===== config.mk =====
export PLATFORM = sky130hd
export DESIGN_NAME = intr_ctrl_flat
export DESIGN_NICKNAME = d
export VERILOG_FILES = /design/src/rtl/intr_ctrl_pkg.sv /design/src/rtl/intr_ctrl_if.sv /design/src/rtl/intr_ctrl_prio_enc.sv /design/src/rtl/intr_ctrl.sv /design/src/flat_wrapper.sv
export SDC_FILE = /design/constraint.sdc
export NUM_CORES = 1
export LEC_CHECK = 0
export ABC_AREA = 1
export CAP_MARGIN = 10
export CORE_MARGIN = 1
export CORE_UTILIZATION = 32
export DETAILED_ROUTE_END_ITERATION = 12
export GPL_ROUTABILITY_DRIVEN = 0
export GPL_TIMING_DRIVEN = 1
export PLACE_DENSITY = 0.69
export SLEW_MARGIN = 15
export SYNTH_ARGS = -nofsm -noshare
export SYNTH_HDL_FRONTEND = slang
export SYNTH_SLANG_ARGS = --single-unit

===== constraint.sdc =====
create_clock -name clock -period 1.85 [get_ports clock]
set_clock_uncertainty 0.15 [all_clocks]
set_input_delay 0.37 -clock clock [delete_from_list [all_inputs] [get_ports clock]]
set_output_delay 0.37 -clock clock [all_outputs]
set_load 0.01 [all_outputs]

===== src/rtl/intr_ctrl_pkg.sv =====
// Shared definitions for the interrupt controller: register map and FSM encoding.
package intr_pkg;

  localparam logic [1:0] ADDR_MASK = 2'd0;
  localparam logic [1:0] ADDR_PEND = 2'd1;
  localparam logic [1:0] ADDR_ISR  = 2'd2;
  localparam logic [1:0] ADDR_EOI  = 2'd3;

  typedef enum logic [1:0] {
    ST_IDLE    = 2'd0,
    ST_REQ     = 2'd1,
    ST_SERVICE = 2'd2
  } state_t;

endpackage


===== src/rtl/intr_ctrl_if.sv =====
// CPU-side interrupt and register port; master is the CPU, slave is the controller.
interface intr_ctrl_if #(parameter int ID_W = 3);

  logic            intr;
  logic            inta;
  logic [ID_W-1:0] irq_id;
  logic            irq_id_valid;
  logic            wr_en;
  logic [1:0]      wr_addr;
  logic [31:0]     wr_data;
  logic [1:0]      rd_addr;
  logic [31:0]     rd_data;

  modport master (
    input  intr, irq_id, irq_id_valid, rd_data,
    output inta, wr_en, wr_addr, wr_data, rd_addr
  );

  modport slave (
    input  inta, wr_en, wr_addr, wr_data, rd_addr,
    output intr, irq_id, irq_id_valid, rd_data
  );

endinterface


===== src/rtl/intr_ctrl_prio_enc.sv =====
// Lowest-index-wins priority encoder; purely combinational, no flow control.
module intr_prio_enc #(
  parameter int N_IRQ = 8,
  parameter int ID_W  = 3
) (
  input  logic [N_IRQ-1:0] req,
  output logic [ID_W-1:0]  id,
  output logic             any
);

  // Scan downward so the lowest set index is the last assignment to stick.
  always_comb begin
    id = '0;
    for (int i = N_IRQ - 1; i >= 0; i--) begin
      if (req[i]) id = ID_W'(i);
    end
  end

  assign any = |req;

endmodule


===== src/rtl/intr_ctrl.sv =====
// Edge-triggered interrupt controller: irq rise -> pending at +1, intr at +2 (+2 more with INTR_CTRL_SYNC_EN).
// Single request/acknowledge/EOI handshake with the CPU; no nesting, later sources wait in pending.
module intr_ctrl
  import intr_pkg::*;
#(
  parameter int N_IRQ = 8,
  parameter int ID_W  = 3
) (
  input  logic             clock,
  input  logic             reset,
  input  logic [N_IRQ-1:0] irq_in,
  intr_ctrl_if.slave       cpu
);

  logic [N_IRQ-1:0] irq_s;
  logic [N_IRQ-1:0] prev;
  logic [N_IRQ-1:0] rise;
  logic [N_IRQ-1:0] mask;
  logic [N_IRQ-1:0] pending;
  logic [N_IRQ-1:0] active;
  logic [N_IRQ-1:0] wr_bits;
  logic [N_IRQ-1:0] clr;
  logic [N_IRQ-1:0] grant_bit;
  logic [ID_W-1:0]  winner;
  logic [ID_W-1:0]  irq_id_q;
  logic             any_active;
  logic             grant;
  logic             wr_mask;
  logic             wr_pend;
  logic             wr_eoi;
  logic             intr_d;
  logic             svc_d;
  logic [31:0]      rd_q;
  logic             wr_data_unused;
  state_t           state;
  state_t           state_nxt;

`ifdef INTR_CTRL_SYNC_EN
  logic [N_IRQ-1:0] sync_q1;
  logic [N_IRQ-1:0] sync_q2;

  always_ff @(posedge clock) begin
    if (reset) begin
      sync_q1 <= '0;
      sync_q2 <= '0;
    end else begin
      sync_q1 <= irq_in;
      sync_q2 <= sync_q1;
    end
  end

  assign irq_s = sync_q2;
`else
  assign irq_s = irq_in;
`endif

  assign rise    = irq_s & ~prev;
  assign active  = pending & mask;
  assign wr_bits = cpu.wr_data[N_IRQ-1:0];
  assign wr_mask = cpu.wr_en && (cpu.wr_addr == ADDR_MASK);
  assign wr_pend = cpu.wr_en && (cpu.wr_addr == ADDR_PEND);
  assign wr_eoi  = cpu.wr_en && (cpu.wr_addr == ADDR_EOI);
  assign wr_data_unused = ^cpu.wr_data;

  intr_prio_enc #(.N_IRQ(N_IRQ), .ID_W(ID_W)) u_prio (
    .req (active),
    .id  (winner),
    .any (any_active)
  );

  // Grant uses the winner from pre-write pending, so a same-edge W1C cannot redirect it.
  assign grant     = (state == ST_REQ) && cpu.inta && any_active;
  assign grant_bit = grant ? (N_IRQ'(1) << winner) : '0;
  assign clr       = (wr_pend ? wr_bits : '0) | grant_bit;

  always_ff @(posedge clock) begin
    if (reset) begin
      prev     <= '0;
      pending  <= '0;
      mask     <= '0;
      irq_id_q <= '0;
      rd_q     <= '0;
    end else begin
      prev    <= irq_s;
      pending <= rise | (pending & ~clr);
      if (wr_mask) mask <= wr_bits;
      if (grant) irq_id_q <= winner;
      case (cpu.rd_addr)
        ADDR_MASK: rd_q <= 32'(mask);
        ADDR_PEND: rd_q <= 32'(pending);
        ADDR_ISR:  rd_q <= 32'({svc_d, irq_id_q});
        default:   rd_q <= '0;
      endcase
    end
  end

  always_ff @(posedge clock) begin
    if (reset) state <= ST_IDLE;
    else       state <= state_nxt;
  end

  always_comb begin
    state_nxt = state;
    case (state)
      ST_IDLE:    if (any_active) state_nxt = ST_REQ;
      ST_REQ: begin
        if (grant)            state_nxt = ST_SERVICE;
        else if (!any_active) state_nxt = ST_IDLE;
      end
      ST_SERVICE: if (wr_eoi) state_nxt = ST_IDLE;
      default:    state_nxt = ST_IDLE;
    endcase
  end

  always_comb begin
    intr_d = 1'b0;
    svc_d  = 1'b0;
    case (state)
      ST_REQ:     intr_d = 1'b1;
      ST_SERVICE: svc_d  = 1'b1;
      default: ;
    endcase
  end

  assign cpu.intr         = intr_d;
  assign cpu.irq_id_valid = svc_d;
  assign cpu.irq_id       = irq_id_q;
  assign cpu.rd_data      = rd_q;

endmodule

===== src/flat_wrapper.sv =====
// flat-port wrapper written by rule: the top's interface ports become plain ports
module intr_ctrl_flat import intr_pkg::*;
#(
  parameter int N_IRQ = 8,
  parameter int ID_W  = 3
)
  (clock, reset, irq_in, cpu_inta, cpu_wr_en, cpu_wr_addr, cpu_wr_data, cpu_rd_addr, cpu_intr, cpu_irq_id, cpu_irq_id_valid, cpu_rd_data);
  intr_ctrl_if #(.ID_W(ID_W)) cpu_i ();
  input  logic clock;
  input  logic reset;
  input  logic [N_IRQ-1:0] irq_in;
  input wire logic [$bits(cpu_i.inta)-1:0] cpu_inta;
  input wire logic [$bits(cpu_i.wr_en)-1:0] cpu_wr_en;
  input wire logic [$bits(cpu_i.wr_addr)-1:0] cpu_wr_addr;
  input wire logic [$bits(cpu_i.wr_data)-1:0] cpu_wr_data;
  input wire logic [$bits(cpu_i.rd_addr)-1:0] cpu_rd_addr;
  output wire logic [$bits(cpu_i.intr)-1:0] cpu_intr;
  output wire logic [$bits(cpu_i.irq_id)-1:0] cpu_irq_id;
  output wire logic [$bits(cpu_i.irq_id_valid)-1:0] cpu_irq_id_valid;
  output wire logic [$bits(cpu_i.rd_data)-1:0] cpu_rd_data;
  assign cpu_i.inta = cpu_inta;
  assign cpu_i.wr_en = cpu_wr_en;
  assign cpu_i.wr_addr = cpu_wr_addr;
  assign cpu_i.wr_data = cpu_wr_data;
  assign cpu_i.rd_addr = cpu_rd_addr;
  assign cpu_intr = cpu_i.intr;
  assign cpu_irq_id = cpu_i.irq_id;
  assign cpu_irq_id_valid = cpu_i.irq_id_valid;
  assign cpu_rd_data = cpu_i.rd_data;
  intr_ctrl #(.N_IRQ(N_IRQ), .ID_W(ID_W)) u_core (.clock(clock), .reset(reset), .irq_in(irq_in), .cpu(cpu_i));
endmodule

* Yosys cells after proc, flatten, opt, wreduce, memory -nomap -nowiden
Cells that the tools add are included.
Word-level totals: output and inout bits 37, register bits after elaboration 61, memories 0, input port bits 48, bits in writable memories 0, memory bits (read-only) 0, latch bits 0
Cells by class: $lt $le $gt $ge 0, shift-type cells 1, equal/unequal tests 9, add/sub/neg operators 0, div/mod/pow operators 0, bitwise operators 7, reduce and logical (&&, ||, !) cells 10, mux-type cells 18, multipliers 0
Operators by type and width (number):
- $and 8x8->8 | 3
- $mux 3 | 8
- $pmux 8 s3 | 1
- $mux 8 | 2
- $not 8->8 | 2
- $or 8x8->8 | 2
- $mux 2 | 4
- $reduce_or 8->1 | 1
- $shl 1x3->8 const A | 1
- $eq 2x1->1 const B | 3
- $eq 2x2->1 const B | 3
- $logic_not 2->1 | 3
- $pmux 2 s3 | 1
- $logic_and 1x1->1 | 5
- $ne 2x1->1 const B | 2
- $ne 3x3->1 const B | 1
- $reduce_and 3->1 | 1
- $mux 1 | 2

* Logic depth before layout (Yosys ltp)
Gate-level depths: netlist of run 1.
depth in word-level cells 15, gate-level depth with buffers 12

* Modules after synthesis
Synthesis of run 1 repeated with hierarchy kept, for this count alone.
Unflattened totals: cells, all modules 315, area total of the unflattened synthesis 2077.0 um2
By module, submodules not included:
- intr_ctrl | area each 1978.1 um2, cells an instance 293, instances 1
- intr_prio_enc | area each 98.8 um2, cells an instance 22, instances 1

* Least setup slack after synthesis of run 1
OpenSTA, ideal clock, no wires.
path type reg-to-reg, from register u_core.pending[1], to register u_core.pending[5], data arrival time 0.989 ns, required time 1.588 ns, cell stages (with the launch flop) 9, library setup time 0.112 ns, clock period less this slack 1.251 ns, path slack 0.599 ns, path through dfxtp_1 -> nand2_2 -> nand2_4 -> nor2_8 -> nand3b_4 -> inv_2 -> nand4_1 -> nand2_1 -> nand2_1
On the way: cells in the longest elaborated chain, start to end 9, elaborated cells between the ends (all ways) 11
Ends and longest elaborated chain:
- start, declared | line intr_ctrl.sv:19 | logic [N_IRQ-1:0] pending;
- start signal, assigned | line intr_ctrl.sv:85 | pending <= rise | (pending & ~clr);
- $and 8x8->8 (*) | line intr_ctrl.sv:58 | assign active = pending & mask;
- $mux 3 (2 in a row) | line intr_ctrl_prio_enc.sv:15 | if (req[i]) id = ID_W'(i);
- $shl 1x3->8 | line intr_ctrl.sv:73 | assign grant_bit = grant ? (N_IRQ'(1) << winner) : '0;
- $mux 8 (*) | line intr_ctrl.sv:73
- $or 8x8->8 (*) | line intr_ctrl.sv:74 | assign clr = (wr_pend ? wr_bits : '0) | grant_bit;
- $not 8->8 (*) | line intr_ctrl.sv:85
- $and 8x8->8 (*) | line intr_ctrl.sv:85
- $or 8x8->8 (*) | line intr_ctrl.sv:85
Mark *: on every way between the ends. The rest lies on a longest branch, timed or not. A chain may end at the register's enable or synchronous reset.

* Worst setup path in the final report of run 1
from register u_core.irq_id_q[1] (netlist: u_core.cpu.irq_id[1]), to output cpu_irq_id[1]
RTL lines:
- start, declared | line intr_ctrl.sv:25 | logic [ID_W-1:0] irq_id_q;
- start signal, assigned | line intr_ctrl.sv:87 | if (grant) irq_id_q <= winner;
- end, declared | line flat_wrapper.sv:18 | output wire logic [$bits(cpu_i.irq_id)-1:0] cpu_irq_id;
No word-level cell between the ends.

==> results of run 1 <==
==> worst paths after layout <==
| check | startpoint | to | slack [ns] | cells after the start |
|---|---|---|---|---|
| min | u_core.prev[3]$_SDFF_PP0_ | u_core.pending[3]$_SDFF_PP0_ | 0.25 | 1 |
| max | u_core.cpu.irq_id[1]$_SDFFE_PP0P_ | cpu_irq_id[1] | 0.10 | 1 |
| max reg2reg | u_core.pending[6]$_SDFF_PP0_ | u_core.pending[7]$_SDFF_PP0_ | 0.44 | 7 |
| min reg2reg | u_core.prev[3]$_SDFF_PP0_ | u_core.pending[3]$_SDFF_PP0_ | 0.25 | 1 |
==> sequential cells by signal (all words and copies together) (netlist names) <==
name                flops
u_core.state            2
u_core.prev             8
u_core.cpu.irq_id       3
u_core.mask             8
u_core.cpu.rd_data      8
u_core.pending          8
==> placed cells by master (no fill, tap or decap), types with 2 or more instances in the layout <==
cell type        netlist  final
conb_1                 1     24
nor2_2                 1      2
buf_4                 25      7
dlygate4sd2_1          0      2
nor3_4                 3      3
o21ai_1                2      2
nand3_1               18     18
inv_1                 31     31
o21ai_0                8      8
clkdlybuf4s50_1        0     34
nor2_1                27     26
clkbuf_8               0      6
nand2_2               11     12
nand4_1                4      4
dfxtp_1               37     36
o21ai_2                2      2
inv_2                  7      7
nand2_1               53     52
nand2_4                5      5
a21oi_1                8      8
==> Yosys cell counts <==
library cell and instances:
nor3_4 3, inv_2 7, nand4_1 4, nor2_4 1, o211ai_1 1, a31oi_1 1
nor2_8 1, o21ai_2 2, conb_1 1, nand3b_4 1, clkbuf_2 1, nor3_2 1
nand3_2 1, nand2_4 5, nor2_1 27, o31ai_1 1, buf_4 25, nor2_2 1
nand2_1 53, o21ai_1 2, o21ai_0 8, dfxtp_1 37, nand3_1 18, a21oi_4 1
inv_1 31, buf_2 2, a21oi_1 8, nand2_2 11
==> per-stage QoR <==
stage / setup WS (ns) / total power [W] / std cells / hold WS [ns] / instance area, sq um
6_report: 0.103 / 0.00171 / 373 / 0.253 / 2400
5_1_grt: 0.0485 / 0.00181 / 373 / 0.280 / 2400
4_1_cts: 0.0865 / 0.00173 / 373 / 0.258 / 2400
3_5_place_dp: -0.00193 / 0.00117 / 366 / 0.252 / 2310
3_3_place_gp: 0.0158 / 0.00116 / 366 / 0.243 / 2310
2_1_floorplan: 0.599 / 0.00109 / 278 / 0.239 / 1990
==> power by group through the flow <==
stage	Clock (W)	Sequential [W]	Combinational, W
2_1_floorplan	0	0.000889	0.000199
3_5_place_dp	0	0.000891	0.000278
3_3_place_gp	0	0.000890	0.000274
5_1_grt	0.000618	0.000880	0.000308
6_report	0.000562	0.000875	0.000277
4_1_cts	0.000579	0.000874	0.000278
==> final cells by class <==
class,count,area (sq um),share of cell area
timing repair buffer,44,430,0.179
sequential,37,742,0.309
inverter,38,143,0.0595
clock buffer,7,86.3,0.0360
multi-input combinational,175,907,0.378
tap,72,90.1,0.0376
==> routing by layer <==
layer,GRT usage,vias up
li1,-,832
met1,0.159,689
met4,0.0655,0
met3,0.0368,4
met2,0.228,55
met5,0,-
==> cell families after synthesis <==
| logic type | synth area share |
|---|---|
| buf+inv | 0.182 |
| simple gates | 0.351 |
| flops | 0.389 |
| other cells | 0.00197 |
| compound gates | 0.0763 |
==> metrics.txt, run 1 <==
Crit-path slowest cell clkdlybuf4s50_1; Port-buffer cells 36; period utilisation layout 0.944; row count 27; Fin. Hold Viols 0; Top Family by Delay on Critical Path buffers and inverters; share of cells above drive strength 1 0.173; DRT antenna net count 0; CTS root buf clkbuf_8; met3 wire length 306 um; leak pwr 1.15 nW; post-DP HPWL 2900 um; crit path cell chain clkdlybuf4s50_1; Mean Syn Cell Area 7.46 sq um; I/O pin count 85; NetSw 0.000453 W; critical path type reg -> out; met2 wire len 1840 um; CTS Hold Bufs 0; Die Height 79.1 um; drt pass-1 iters 4; Fin Setup TNS 0 ns; Area Growth Syn to Fin 26.1%; Synth top area share 0.389; global-route wire length before repair 6340 um; sequential area share after synthesis 0.389; outcome complete, no violations; initial antenna violation count 0; number of global-route vias before repair 1418; NumNets Final 349; Final Max Tran Viols 0; Sink Count 37; Total GRT Usage 0.136; largest stage delay on the critical path 0.56 ns; H-tree depth 2; unrepaired setup endpoints after global routing false; die area 0.00626 sq mm; Final Setup Violations 0; Reg clk slew, reported paths 0.07 ns; Cell variety after synth 28; internal power 0.00126 W; Clock Latency Late Sink 0.29 ns; Tmin final 1.75 ns; setup bufs post-CTS 0; maximum operating frequency 572 MHz; sw frac 0.264; Top Metal Used met4; Seq cells post-synth 37; Syn Inst Count 255; largest net degree at the start of global routing 23; Initial Utilization 0.339; Mapped Area 0.00190 sq mm; Ant. Diodes 0; via count 1580; post-route core utilization 0.428; cts repair resizes 5; max_cap viols 0; CP Capture Type output pin; critical path required time 1.33 ns; Critical Path Source Type flip-flop; synth warn 0; Slew HR 0.554; ranking of synthesized cells by area dfxtp_1 (39%), nand2_1 (10%), buf_4 (9.9%), inv_1 (6.1%), nor2_1 (5.3%); fillcell total 618; Bufs and invs on worst path 1; final wirelength 3860 um; Initial DRC Count 56; crit path max fanout 3; # DRC 0; Logic pwr share 0.162; PwrDens 714 mW/mm^2; area of the core 0.00561 sq mm; Flop pwr share 0.511; Synth area leader dfxtp_1; grt ovf 0; Hold Path Class reg -> reg; maximum VDD drop 387 uV; TritonCTS clock tree yes; routed length on met1 1650 um; Clock Power Share 0.328; Via density 4.24; arrival time at the worst endpoint 1.23 ns; Slew @ Worst Pin 0.668 ns; Max clock buf depth 2; Die W 79.1 um; DR WL/cell 10.4 um; CTS Buf Count 5
No activity file was read; power rests on OpenSTA's default activity.
==> run 2: changes to the inputs <==
--- a/config.mk
+++ b/config.mk
@@ -5,14 +5,13 @@
 export SDC_FILE = /design/constraint.sdc
 export NUM_CORES = 1
 export LEC_CHECK = 0
-export ABC_AREA = 1
 export CAP_MARGIN = 10
 export CORE_MARGIN = 1
 export CORE_UTILIZATION = 32
 export DETAILED_ROUTE_END_ITERATION = 12
-export GPL_ROUTABILITY_DRIVEN = 0
+export GPL_ROUTABILITY_DRIVEN = 1
 export GPL_TIMING_DRIVEN = 1
-export PLACE_DENSITY = 0.69
+export PLACE_DENSITY = 0.7
 export SLEW_MARGIN = 15
 export SYNTH_ARGS = -nofsm -noshare
 export SYNTH_HDL_FRONTEND = slang
==> run 2 against run 1 <==
Synthesized cell count down 23%. Global-route usage down 0.25 points. Worst setup slack better by 0.028 ns. Largest power group unchanged.
==> metrics.txt, run 2 <==
Initial Utilization 0.341; Top Metal Used met3; Mapped Area 0.00177 sq mm; Initial DRC Count 107; # DRC 0; maximum VDD drop 351 uV; Crit-path slowest cell clkdlybuf4s50_1; drt pass-1 iters 4; crit path max fanout 3; TritonCTS clock tree yes; maximum operating frequency 582 MHz; NetSw 0.000427 W; CTS root buf clkbuf_8; Area Growth Syn to Fin 27.7%; Tmin final 1.72 ns; Via density 4.55; Seq cells post-synth 37; Layout Cells excl Fill 313; setup bufs post-CTS 0; leak pwr 0.948 nW; flop2flop setup slack 0.26 ns; DR WL/cell 11.5 um; Fin. Hold Viols 0; met3 wire length 203 um; routed length on met1 1740 um; Die W 76.4 um; Hold Path Sink u_core.pending[6]$_SDFF_PP0_; CP Capture Type output pin; Synth area leader dfxtp_1; depth of the most critical reg-to-reg path 4; Die Height 76.4 um; cell area after layout 0.00226 sq mm; sw frac 0.253; Flop pwr share 0.521; Final Max Tran Viols 0; NumNets Final 291; max_cap viols 0; via count 1425; min-delay src u_core.prev[6]$_SDFF_PP0_; Top Family by Delay on Critical Path buffers and inverters; critical path required time 1.33 ns; met2 wire len 1670 um; Sink Count 37; Ant. Diodes 0; ys async rst share 0; largest net degree at the start of global routing 16; Total GRT Usage 0.133; worst r2r src u_core.pending[4]$_SDFF_PP0_; most instantiated cells after synthesis dfxtp_1 (37), buf_4 (24), nor2_1 (24); Hold Path Class reg -> reg; row count 26; Placed Area 0.00218 sq mm; Design Power 0.00169 W; synth warn 0; unrepaired setup endpoints after global routing false; Mean Syn Cell Area 9.00 sq um; top_reg_cell synth dfxtp_1; most common cell after layout, fill and taps aside dfxtp_1; Syn Inst Count 197; Logic pwr share 0.141; sequential area share after synthesis 0.418; post-DP HPWL 2750 um; arrival time at the worst endpoint 1.20 ns; internal power 0.00126 W; global-route wire length before repair 6060 um; most frequent cell after synthesis dfxtp_1; largest stage delay on the critical path 0.55 ns; final wirelength 3610 um; hold path depth 1; number of synthesized flops with an enable pin 0; grt ovf 0; Synth top area share 0.418; Bufs and invs on worst path 1; Clock Power Share 0.338; Port-buffer cells 36; Cell variety after synth 38; Final Setup Violations 0; Critical Path Source Type flip-flop; Reg clk slew, reported paths 0.07 ns; most frequent cells in the layout dfxtp_1 (37), clkdlybuf4s50_1 (34), nor2_1 (24), conb_1 (24), mux2i_1 (15); Placer Congestion 0.870; Max clock buf depth 2; Reg2Reg Capture Point u_core.pending[7]$_SDFF_PP0_; ranking of synthesized cells by area dfxtp_1 (42%), buf_4 (10%), mux2i_1 (8.5%), nor2_1 (5.1%), nor2b_1 (3.9%); DRT antenna net count 0; crit path cell chain clkdlybuf4s50_1; I/O pin count 85; die area 0.00584 sq mm; fillcell total 525; initial antenna violation count 0; period utilisation layout 0.929; Fin Setup TNS 0 ns; share of cells above drive strength 1 0.0864; register area 741 sq um; multi-input logic area 868 sq um; CTS Buf Count 5; outcome complete, no violations; PwrDens 745 mW/mm^2; H-tree depth 2; number of global-route vias before repair 1281; Critical Path Start u_core.cpu.irq_id[1]$_SDFFE_PP0P_; area of the core 0.00520 sq mm; DP Cell Count 306; critical path type reg -> out; Clock Latency Late Sink 0.29 ns
## run 2: power groups by stage
stage / Clock (W) / Sequential (W) / Combinational [W]
after global placement: 0 / 0.000896 / 0.000235
after detailed placement: 0 / 0.000897 / 0.000239
after floorplan: 0 / 0.000889 / 0.000171
after global routing: 0.000624 / 0.000886 / 0.000262
final: 0.000570 / 0.000880 / 0.000238
after CTS: 0.000579 / 0.000879 / 0.000239
## run 2: worst reg2reg max path: cells and delay by family (launching register included)
kind / cells / cell delay [ns]
AO/OA/AOI/OAI: 2 / 0.57
AND/OR/NAND/NOR: 2 / 0.39
flip-flops: 1 / 0.36
## run 2: cell type report
class	instances	share of cell area
multi-input cells	142	0.383
flip-flops and latches	37	0.327
clock buffers	7	0.0381
inverters	9	0.0149
repair buffers	48	0.198
well taps	70	0.0387
## run 2: routing by layer
metal,track usage,vias up
li1,-,730
met3,0.0479,0
met4,0.0404,0
met1,0.172,647
met2,0.205,48
met5,0,-
## run 2: cells by family (layout without fill, tap and decap cells)
logic type | count (synthesis) | in the layout | share of synthesized area
simple gates | 64 | 64 | 0.176
other cells | 1 | 24 | 0.00212
compound gates | 39 | 39 | 0.179
flops | 37 | 37 | 0.418
buf+inv | 41 | 64 | 0.141
mux | 15 | 15 | 0.0847
## run 2: stage by stage
| step | setup slack [ns] | hold slack [ns] | utilization |
|---|---|---|---|
| global route | 0.0619 | 0.279 | 0.435 |
| detailed placement | -0.0914 | 0.250 | 0.419 |
| CTS | 0.121 | 0.259 | 0.435 |
| floorplan | 0.466 | 0.239 | - |
| finish | 0.131 | 0.257 | 0.435 |
| global placement | -0.0751 | 0.243 | 0.419 |
## run 2: repair_timing
item	CTS	global route
hold buffers	0	0
setup endpoints to repair	2	0
resized for setup	2	0
## run 2: worst max path at each step
| stage | slack [ns] | to | cells after the start |
|---|---|---|---|
| final | 0.13 | cpu_irq_id[1] | 1 |
| after global routing | 0.06 | cpu_irq_id_valid | 2 |
| after CTS | 0.12 | cpu_irq_id[2] | 1 |
| after detailed placement | -0.09 | u_core.pending[7]$_SDFF_PP0_ | 5 |
| after global placement | -0.08 | u_core.pending[7]$_SDFF_PP0_ | 5 |
| after floorplan | 0.47 | u_core.pending[7]$_SDFF_PP0_ | 4 |
